`src/rtl/raster_pkg.sv`:
```
// Shared types and constants for the raster engines: coordinate/error widths,
// default screen geometry and the FSM state encoding.
package raster_pkg;
    localparam int COORD_W      = 11;
    localparam int ERR_W        = 13;
    localparam int DEF_SCREEN_W = 640;
    localparam int DEF_SCREEN_H = 480;

    typedef logic [COORD_W-1:0]      coord_t;
    typedef logic signed [ERR_W-1:0] err_t;

    typedef logic [2:0] state_t;
    localparam state_t ST_IDLE  = 3'd0;
    localparam state_t ST_SETUP = 3'd1;
    localparam state_t ST_DRAW  = 3'd2;
    localparam state_t ST_CLEAR = 3'd3;
    localparam state_t ST_DONE  = 3'd4;
endpackage

```
`src/rtl/bresenham_step.sv`:
```
// One combinational Bresenham step: from the current error term and position,
// produce the next error and position. Both axis decisions use the incoming err.
module bresenham_step
    import raster_pkg::*;
(
    input  err_t   err_i,
    input  err_t   dx_i,
    input  err_t   dy_i,
    input  logic   sx_neg_i,
    input  logic   sy_neg_i,
    input  coord_t cx_i,
    input  coord_t cy_i,
    output err_t   err_o,
    output coord_t cx_o,
    output coord_t cy_o
);
    logic signed [ERR_W:0] e2;
    logic signed [ERR_W:0] dx_ext;
    logic signed [ERR_W:0] dy_ext;
    logic                  step_x;
    logic                  step_y;
    err_t                  err_x;

    always_comb begin
        // One extra bit so 2*err cannot overflow.
        e2     = {err_i, 1'b0};
        dx_ext = {dx_i[ERR_W-1], dx_i};
        dy_ext = {dy_i[ERR_W-1], dy_i};
        step_x = (e2 >= dy_ext);
        step_y = (e2 <= dx_ext);
        err_x  = step_x ? err_i + dy_i : err_i;
        err_o  = step_y ? err_x + dx_i : err_x;
        cx_o   = cx_i;
        cy_o   = cy_i;
        if (step_x) cx_o = sx_neg_i ? cx_i - coord_t'(1) : cx_i + coord_t'(1);
        if (step_y) cy_o = sy_neg_i ? cy_i - coord_t'(1) : cy_i + coord_t'(1);
    end
endmodule

```
`src/rtl/line_raster.sv`:
```
// Line / clear-screen rasterizer: one framebuffer write per cycle, lines clipped
// to the visible screen, start accepted only when idle (never queued).
module line_raster
    import raster_pkg::*;
#(
    parameter int SCREEN_W = DEF_SCREEN_W,
    parameter int SCREEN_H = DEF_SCREEN_H
) (
    input  logic               clk50,
    input  logic               reset,
    input  logic               start,
    input  logic               cmd,
    input  logic [COORD_W-1:0] x0,
    input  logic [COORD_W-1:0] y0,
    input  logic [COORD_W-1:0] x1,
    input  logic [COORD_W-1:0] y1,
    input  logic               color,
    output logic               busy,
    output logic               done,
    output logic [COORD_W-1:0] x,
    output logic [COORD_W-1:0] y,
    output logic               pixel_color,
    output logic               pixel_write
);
    localparam logic [COORD_W:0] W_LIM  = (COORD_W+1)'(SCREEN_W);
    localparam logic [COORD_W:0] H_LIM  = (COORD_W+1)'(SCREEN_H);
    localparam coord_t           W_LAST = coord_t'(SCREEN_W - 1);
    localparam coord_t           H_LAST = coord_t'(SCREEN_H - 1);

    state_t state_q, state_d;
    coord_t cx_q, cx_d, cy_q, cy_d;
    coord_t x1_q, x1_d, y1_q, y1_d;
    err_t   dx_q, dx_d, dy_q, dy_d, err_q, err_d;
    logic   sx_neg_q, sx_neg_d, sy_neg_q, sy_neg_d;
    logic   color_q, color_d;

    coord_t dx_abs, dy_abs;
    err_t   step_err;
    coord_t step_cx, step_cy;
    logic   in_view;

    bresenham_step u_step (
        .err_i    (err_q),
        .dx_i     (dx_q),
        .dy_i     (dy_q),
        .sx_neg_i (sx_neg_q),
        .sy_neg_i (sy_neg_q),
        .cx_i     (cx_q),
        .cy_i     (cy_q),
        .err_o    (step_err),
        .cx_o     (step_cx),
        .cy_o     (step_cy)
    );

    always_comb begin
        dx_abs   = (x1_q >= cx_q) ? x1_q - cx_q : cx_q - x1_q;
        dy_abs   = (y1_q >= cy_q) ? y1_q - cy_q : cy_q - y1_q;
        state_d  = state_q;
        cx_d     = cx_q;
        cy_d     = cy_q;
        x1_d     = x1_q;
        y1_d     = y1_q;
        dx_d     = dx_q;
        dy_d     = dy_q;
        err_d    = err_q;
        sx_neg_d = sx_neg_q;
        sy_neg_d = sy_neg_q;
        color_d  = color_q;
        case (state_q)
            ST_IDLE: begin
                if (start) begin
                    color_d = color;
                    x1_d    = x1;
                    y1_d    = y1;
                    if (cmd) begin
                        cx_d    = '0;
                        cy_d    = '0;
                        state_d = ST_CLEAR;
                    end else begin
                        cx_d    = x0;
                        cy_d    = y0;
                        state_d = ST_SETUP;
                    end
                end
            end
            ST_SETUP: begin
                sx_neg_d = (x1_q < cx_q);
                sy_neg_d = (y1_q < cy_q);
                dx_d     = {2'b00, dx_abs};
                dy_d     = '0 - {2'b00, dy_abs};
                err_d    = {2'b00, dx_abs} - {2'b00, dy_abs};
                state_d  = ST_DRAW;
            end
            ST_DRAW: begin
                if (cx_q == x1_q && cy_q == y1_q) begin
                    state_d = ST_DONE;
                end else begin
                    err_d = step_err;
                    cx_d  = step_cx;
                    cy_d  = step_cy;
                end
            end
            ST_CLEAR: begin
                if (cx_q == W_LAST) begin
                    cx_d = '0;
                    if (cy_q == H_LAST) state_d = ST_DONE;
                    else                cy_d    = cy_q + coord_t'(1);
                end else begin
                    cx_d = cx_q + coord_t'(1);
                end
            end
            default: state_d = ST_IDLE;
        endcase
    end

    always_ff @(posedge clk50 or posedge reset) begin
        if (reset) begin
            state_q  <= ST_IDLE;
            cx_q     <= '0;
            cy_q     <= '0;
            x1_q     <= '0;
            y1_q     <= '0;
            dx_q     <= '0;
            dy_q     <= '0;
            err_q    <= '0;
            sx_neg_q <= 1'b0;
            sy_neg_q <= 1'b0;
            color_q  <= 1'b0;
        end else begin
            state_q  <= state_d;
            cx_q     <= cx_d;
            cy_q     <= cy_d;
            x1_q     <= x1_d;
            y1_q     <= y1_d;
            dx_q     <= dx_d;
            dy_q     <= dy_d;
            err_q    <= err_d;
            sx_neg_q <= sx_neg_d;
            sy_neg_q <= sy_neg_d;
            color_q  <= color_d;
        end
    end

    // Outputs decode straight from state so a reset silences writes at once.
    assign in_view     = ({1'b0, cx_q} < W_LIM) && ({1'b0, cy_q} < H_LIM);
    assign busy        = (state_q != ST_IDLE);
    assign done        = (state_q == ST_DONE);
    assign x           = cx_q;
    assign y           = cy_q;
    assign pixel_color = color_q;
    assign pixel_write = ((state_q == ST_DRAW) && in_view) || (state_q == ST_CLEAR);
endmodule

```
`config.mk`:
```
export PLATFORM = sky130hd
export DESIGN_NAME = line_raster
export DESIGN_NICKNAME = d
export VERILOG_FILES = /design/src/rtl/raster_pkg.sv /design/src/rtl/bresenham_step.sv /design/src/rtl/line_raster.sv
export SDC_FILE = /design/constraint.sdc
export NUM_CORES = 1
export LEC_CHECK = 0
export CORE_MARGIN = 1.5
export CORE_UTILIZATION = 40
export DETAILED_ROUTE_END_ITERATION = 7
export PLACE_DENSITY = 0.65
export SYNTH_ARGS = -nofsm -noshare
export SYNTH_HDL_FRONTEND = slang
export SYNTH_SLANG_ARGS = --single-unit
```
`constraint.sdc`:
```
create_clock -name clk50 -period 11.15 [get_ports clk50]
set_input_delay 2.23 -clock clk50 [delete_from_list [all_inputs] [get_ports clk50]]
set_output_delay 2.23 -clock clk50 [all_outputs]
set_load 0.1 [all_outputs]
```
==> run summary, run 1 <==
PostCTS Resize Cnt - 0
layout cells sized above 1 - 0.0545
Fillers - 2,094
# rows - 53
Worst Path Arrival - 5.31 ns
initial core utilization - 0.409
Yosys reg bits - 86
initial antenna violation count - 0
CTS tree - yes
starting DRC count in detailed routing - 526
first-pass GRT wire length - 40,200 um
compound-cell area share of the yosys netlist - 0.230
post-synthesis simple-gate area fraction - 0.177
part of the power in registers - 0.356
GP Congestion - 0.924
Overflow after GRT - 0
core area - 21,100 um2
max-cap viol count - 0
Placed Cells - 1,378
drt total wl - 24,800 um
RSZ-0062 raised after global routing - no
vias in the first global route - 7,926
post-synth cell types - 67
post-CTS setup buffers - 0
Vias - 8,023
Layout area overhead - 14.8%
# hold bufs at CTS - 0
Residual DRC - 0
final hold viol count - 0
final setup violation count - 0
worst-skew pair later-pin latency - 0.36 ns
Syn Inst Count - 1,065
Int Pwr - 618 uW
Comb pwr share - 0.278
mux cell area share after synthesis - 0.0485
Setup TNS - 0 ns
die width - 150 um
Async SR Flop Fraction - 1.00
largest family of logic cells by synthesized area - compound AO/OA/AOI/OAI gates
diode count - 0
die height - 150 um
status - complete, no violations
worst-margin pin slew - 0.984 ns
Avg Synthesized Cell Area - 8.09 um2
Static Leak - 4.38 nW
PortBufs - 74
Clock Skew - 0.0156 ns
Post-Syn Nets - 1,225
vias per inst - 5.76
Seq/Total Area, Yosys - 0.250
largest fanout on the critical path - 16
xor/xnor share of the synthesized area - 0.0649
CTS Sinks - 86
Max Clk Rate - 0.198 GHz
sw frac - 0.314
drt pass-1 iters - 7
Mapped Area - 8620 um2
root buffer selected by CTS - clkbuf_16
Most used DFF post-synth - dfrtp_1
Adder-Cell Fraction of Synth Area - 0.167
fin crit period - 5.06 ns
nets - 1,274
H-Tree Level Count - 3
Slew headroom - 0.342
period utilization - 0.453
final slew viol count - 0
Post-synth EDFFs - 0
CP Capture Type - register
io pins - 75
TritonCTS buffer count - 9
Worst EP required - 11.40 ns
detailed placement HPWL - 19,000 um
kind of critical path - register to register
drt wl/cell - 17.8 um
Critical Path Start Type - register
Post-Layout Cell Count - 1,394
Max VDD drop - 0.0752 mV
Clock Path Buffers - 2
Power Density - 91.1 nW/um2
GRT Overall Usage - 0.226
P_sw - 283 uW
largest net degree at the start of global routing - 69
die area - 22,400 um2
type of the most critical hold path - register to register
part of the power in the clock network - 0.367
clock-pin slew on the worst setup and hold paths - 0.07 ns
Synth Warn # - 0
antenna-violating nets left - 0
## synth_stat cells, drive strengths merged, types with 4 or more instances
library cell	instances	share of area
inv	92	0.040
nand2b	9	0.0065
a221oi	4	0.0041
o22ai	11	0.0080
nor4	7	0.0051
o31a	5	0.0051
mux2	22	0.029
fa	7	0.016
ha	104	0.15
nor3	32	0.019
or3	4	0.0029
a31oi	18	0.015
a222oi	7	0.0081
clkbuf	38	0.017
nand4	16	0.012
nand3	26	0.015
o211ai	12	0.010
buf	6	0.0060
a211oi	9	0.0078
dfrtp	86	0.25
nand2	88	0.038
a21oi	70	0.041
or4	6	0.0052
or2	6	0.0044
xnor2	49	0.051
o31ai	6	0.0052
and3	7	0.0051
nor2b	15	0.011
and2	8	0.0058
o21a	15	0.013
o21ai	98	0.057
xor2	14	0.014
o21bai	4	0.0035
nor2	81	0.035
a21o	25	0.022
mux2i	17	0.020
## critical path, cell delays in order, from the launching register on
cell	delay, ns
dfrtp_1	0.45
ha_1	0.41
nand4_1	0.16
or2_2	0.34
nor4_1	0.27
o41a_1	0.67
mux2_2	0.30
ha_1	0.16
inv_1	0.05
fa_1	0.39
nor2b_1	0.15
or2_2	0.14
nand4_1	0.13
a31oi_1	0.36
nand4_1	0.14
a2111oi_0	0.51
xnor2_1	0.14
o21a_1	0.18
## through the flow
| step | setup slack (ns) | hold slack (ns) | area (um2) | power, mW | util |
|---|---|---|---|---|---|
| floorplan | 5.86 | 0.478 | 8620 | 0.505 | - |
| global placement | 6.34 | 0.496 | 9580 | 0.572 | 0.454 |
| finish | 6.09 | 0.519 | 9900 | 0.901 | 0.469 |
| CTS | 6.15 | 0.523 | 9900 | 0.904 | 0.469 |
| global route | 5.65 | 0.533 | 9900 | 0.944 | 0.469 |
| detailed placement | 6.19 | 0.505 | 9580 | 0.574 | 0.454 |
## power groups by stage
| stage | sequential [mW] | combinational, mW | clock (mW) |
|---|---|---|---|
| 2_1_floorplan | 0.327 | 0.178 | 0 |
| 3_3_place_gp | 0.326 | 0.246 | 0 |
| 3_5_place_dp | 0.326 | 0.248 | 0 |
| 4_1_cts | 0.321 | 0.249 | 0.335 |
| 5_1_grt | 0.321 | 0.279 | 0.344 |
| 6_report | 0.321 | 0.250 | 0.330 |
## area by class of cell
cell class | instances | area, um2 | area share
sequential | 86 | 2150 | 0.217
clock inverter | 4 | 53.8 | 0.00544
tap | 275 | 344 | 0.0348
clock buffer | 12 | 267 | 0.0269
multi-input combinational | 843 | 5930 | 0.599
inverter | 92 | 347 | 0.0350
timing repair buffer | 82 | 801 | 0.0809
## state kept, by name, summed over array words and instances (netlist names)
name         flops
x               11
sy_neg_q         1
y               11
err_q           13
y1_q            11
dy_q            12
state_q          3
pixel_color      1
sx_neg_q         1
dx_q            11
x1_q            11
## routing by layer
metal  GRT usage  part of all wire  up-vias
met5           0                 0        -
met4      0.0613             0.017        0
met3      0.0351             0.051       39
met2       0.375              0.46      259
met1       0.304              0.47     3802
li1            -                 -     3923
## logic make-up after synthesis
logic type | Yosys count
AO/OA/AOI/OAI | 313
AND/OR/NAND/NOR | 317
multiplexers | 39
adder cells (fa/ha/maj) | 111
buffers and inverters | 136
XOR/XNOR | 63
flip-flops | 86
## final timing paths
kind	slack (ns)	start	cells after the start	to
worst max-delay path	6.09	err_q[11]$_DFFE_PP0P_	17	err_q[12]$_DFFE_PP0P_
worst min-delay path	0.52	dy_q[3]$_DFFE_PP0P_	2	dy_q[3]$_DFFE_PP0P_
worst max register to register	6.09	err_q[11]$_DFFE_PP0P_	17	err_q[12]$_DFFE_PP0P_
worst min register to register	0.52	dy_q[3]$_DFFE_PP0P_	2	dy_q[3]$_DFFE_PP0P_
max in group asynchronous	7.70	reset	3	x1_q[4]$_DFFE_PP0P_
min in group asynchronous	2.15	reset	2	y[6]$_DFFE_PP0P_
## placed cells by master, fill, tap and decap left out, drive strengths merged, types with 18 or more instances in the layout
cell type / n
nand2: 88
o21ai: 98
nor3: 32
a21o: 25
inv: 91
xnor2: 49
clkdlybuf4s50: 74
a31oi: 18
a21oi: 70
dfrtp: 86
nand3: 26
ha: 104
nor2: 81
mux2: 22
No activity file was read; power rests on OpenSTA's default activity.
==> inputs of run 2 (changes only) <==
Settings changed: PLACE_DENSITY 0.65 to 0.67.
Clock period 11.15 ns to 4.3 ns, I/O delays scaled along.
==> run 2 against run 1 <==
Net effect: final cell count is 6.1% higher; via count is 3.0% higher; non-clock buffer count is 85 higher; setup slack worse by 6.0 ns; maximum frequency is 22% higher.
==> run summary, run 2 (synthesis gave the netlist of run 1 again) <==
status - complete, no violations
kind of critical path - register to register
crit-path cells - inv_4 > ha_4 > buf_4 > inv_1 > o211ai_1 > o41a_1 > mux2_4 > ha_4 > inv_1 > fa_2 > nor2b_2 > or2_4 > nand4_1 > a31oi_4 > nand4_1 > a2111oi_4 > xnor2_1 > o21a_1
Overflow after GRT - 0
max-cap viol count - 0
commonest cells after routing, fill and taps aside - ha_1 (95), buf_4 (91), inv_1 (87), nand2_1 (87), o21ai_0 (86)
period utilization - 0.967
root buffer selected by CTS - clkbuf_16
Largest regs - err_q: 13 flops, dy_q: 12 flops
Power Density - 233 nW/um2
Max Clk Rate - 0.240 GHz
drt pass-1 iters - 5
CTS tree - yes
die area - 22,400 um2
first-pass GRT wire length - 40,100 um
Largest Register - err_q
antenna-violating nets left - 0
largest fanout on the critical path - 5
largest net degree at the start of global routing - 47
starting DRC count in detailed routing - 618
Placed Cells - 1,454
critical path's slowest cell - o41a_1
hold_sp - pixel_color$_DFFE_PP0P_
Clock Skew - 0.00678 ns
Hold EP - pixel_color$_DFFE_PP0P_
CTS Sinks - 86
final slew viol count - 0
io pins - 75
die width - 150 um
initial core utilization - 0.409
GP Congestion - 0.914
drt wl/cell - 16.8 um
Max VDD drop - 0.208 mV
H-Tree Level Count - 3
clock-pin slew on the worst setup and hold paths - 0.07 ns
Worst EP required - 4.55 ns
Max stage delay on crit path - 0.54 ns
Setup TNS - 0 ns
Fillers - 1,969
worst r2r src - dy_q[11]$_DFFE_PP0P_
Buf/Inv on CP - 4
Top delay family on crit path - compound AO/OA/AOI/OAI gates
fin util - 0.514
layout cells sized above 1 - 0.164
Slew headroom - 0.344
drt total wl - 24,900 um
max reg flops - 13
# rows - 53
die height - 150 um
Post-Layout Cell Count - 1,479
commonest non-fill, non-tap cell in the layout - ha_1
initial antenna violation count - 0
diode count - 0
final hold viol count - 0
Critical Path Start Type - register
Worst Setup Slack, final - 0.140 ns
PortBufs - 74
core area - 21,100 um2
Clock Path Buffers - 2
vias in the first global route - 7,981
type of the most critical hold path - register to register
end of the worst register-to-register path - err_q[12]$_DFFE_PP0P_
Layout area overhead - 25.8%
nets - 1,359
Vias - 8,266
Residual DRC - 0
hold depth - 1
GRT Overall Usage - 0.226
vias per inst - 5.59
final setup violation count - 0
worst-margin pin slew - 0.982 ns
Static Leak - 4.82 nW
CP Capture Type - register
worst-skew pair later-pin latency - 0.36 ns
Setup WS pre-CTS - -0.110 ns
R2R setup slack - 0.14 ns
fin crit period - 4.16 ns
detailed placement HPWL - 19,200 um
TritonCTS buffer count - 9
Worst Path Arrival - 4.41 ns
Reg2Reg Depth - 18
==> run 2: layer usage <==
| layer | wire, um | GRT usage | vias up | share of wire |
|---|---|---|---|---|
| met5 | 0 | 0 | - | 0 |
| met4 | 571 | 0.0877 | 0 | 0.023 |
| met3 | 1220 | 0.0259 | 34 | 0.049 |
| met2 | 11300 | 0.362 | 241 | 0.46 |
| met1 | 11800 | 0.311 | 3896 | 0.47 |
| li1 | - | - | 4095 | - |
==> run 2: final cells by class <==
| class | instances | area (um2) | share of cell area |
|---|---|---|---|
| clock buffer | 9 | 225 | 0.0208 |
| inverter | 92 | 352 | 0.0324 |
| clock inverter | 7 | 96.3 | 0.00889 |
| tap | 275 | 344 | 0.0317 |
| timing repair buffer | 167 | 1460 | 0.135 |
| sequential | 86 | 2180 | 0.201 |
| multi-input combinational | 843 | 6190 | 0.571 |
==> run 2: timing repair <==
item / 4_1_cts / 5_1_grt
setup endpoints to repair: 1 / 7
gates cloned: 0 / 0
gates resized for setup: 2 / 39
setup buffers: 0 / 9
pin swaps: 0 / 17
hold buffers: 0 / 0
==> run 2: power breakdown <==
| group | internal, mW | total (mW) | switching, mW |
|---|---|---|---|
| combinational | 0.396 | 0.803 | 0.407 |
| sequential | 0.822 | 0.830 | 0.00887 |
| clock | 0.513 | 0.888 | 0.375 |
| total | 1.73 | 2.52 | 0.791 |
==> run 2: how the worst max path moves through the flow <==
| stage | start | endpoint | slack [ns] | depth (start not counted) |
|---|---|---|---|---|
| 5_1_grt | dy_q[4]$_DFFE_PP0P_ | err_q[12]$_DFFE_PP0P_ | -0.1 | 18 |
| 2_1_floorplan | x[1]$_DFFE_PP0P_ | err_q[10]$_DFFE_PP0P_ | 0.007 | 19 |
| 4_1_cts | dy_q[11]$_DFFE_PP0P_ | err_q[12]$_DFFE_PP0P_ | 0.02 | 18 |
| 3_5_place_dp | dy_q[11]$_DFFE_PP0P_ | err_q[12]$_DFFE_PP0P_ | -0.11 | 18 |
| 6_report | dy_q[11]$_DFFE_PP0P_ | err_q[12]$_DFFE_PP0P_ | 0.14 | 18 |
| 3_3_place_gp | dy_q[11]$_DFFE_PP0P_ | err_q[12]$_DFFE_PP0P_ | 0.08 | 18 |
==> run 2: stage by stage <==
step,area (um2),hold WS [ns],power (mW)
final,10800,0.515,2.52
after global routing,10800,0.541,2.65
after CTS,10600,0.521,2.52
after detailed placement,10300,0.501,1.62
after global placement,10300,0.494,1.61
after floorplan,8750,0.478,1.33
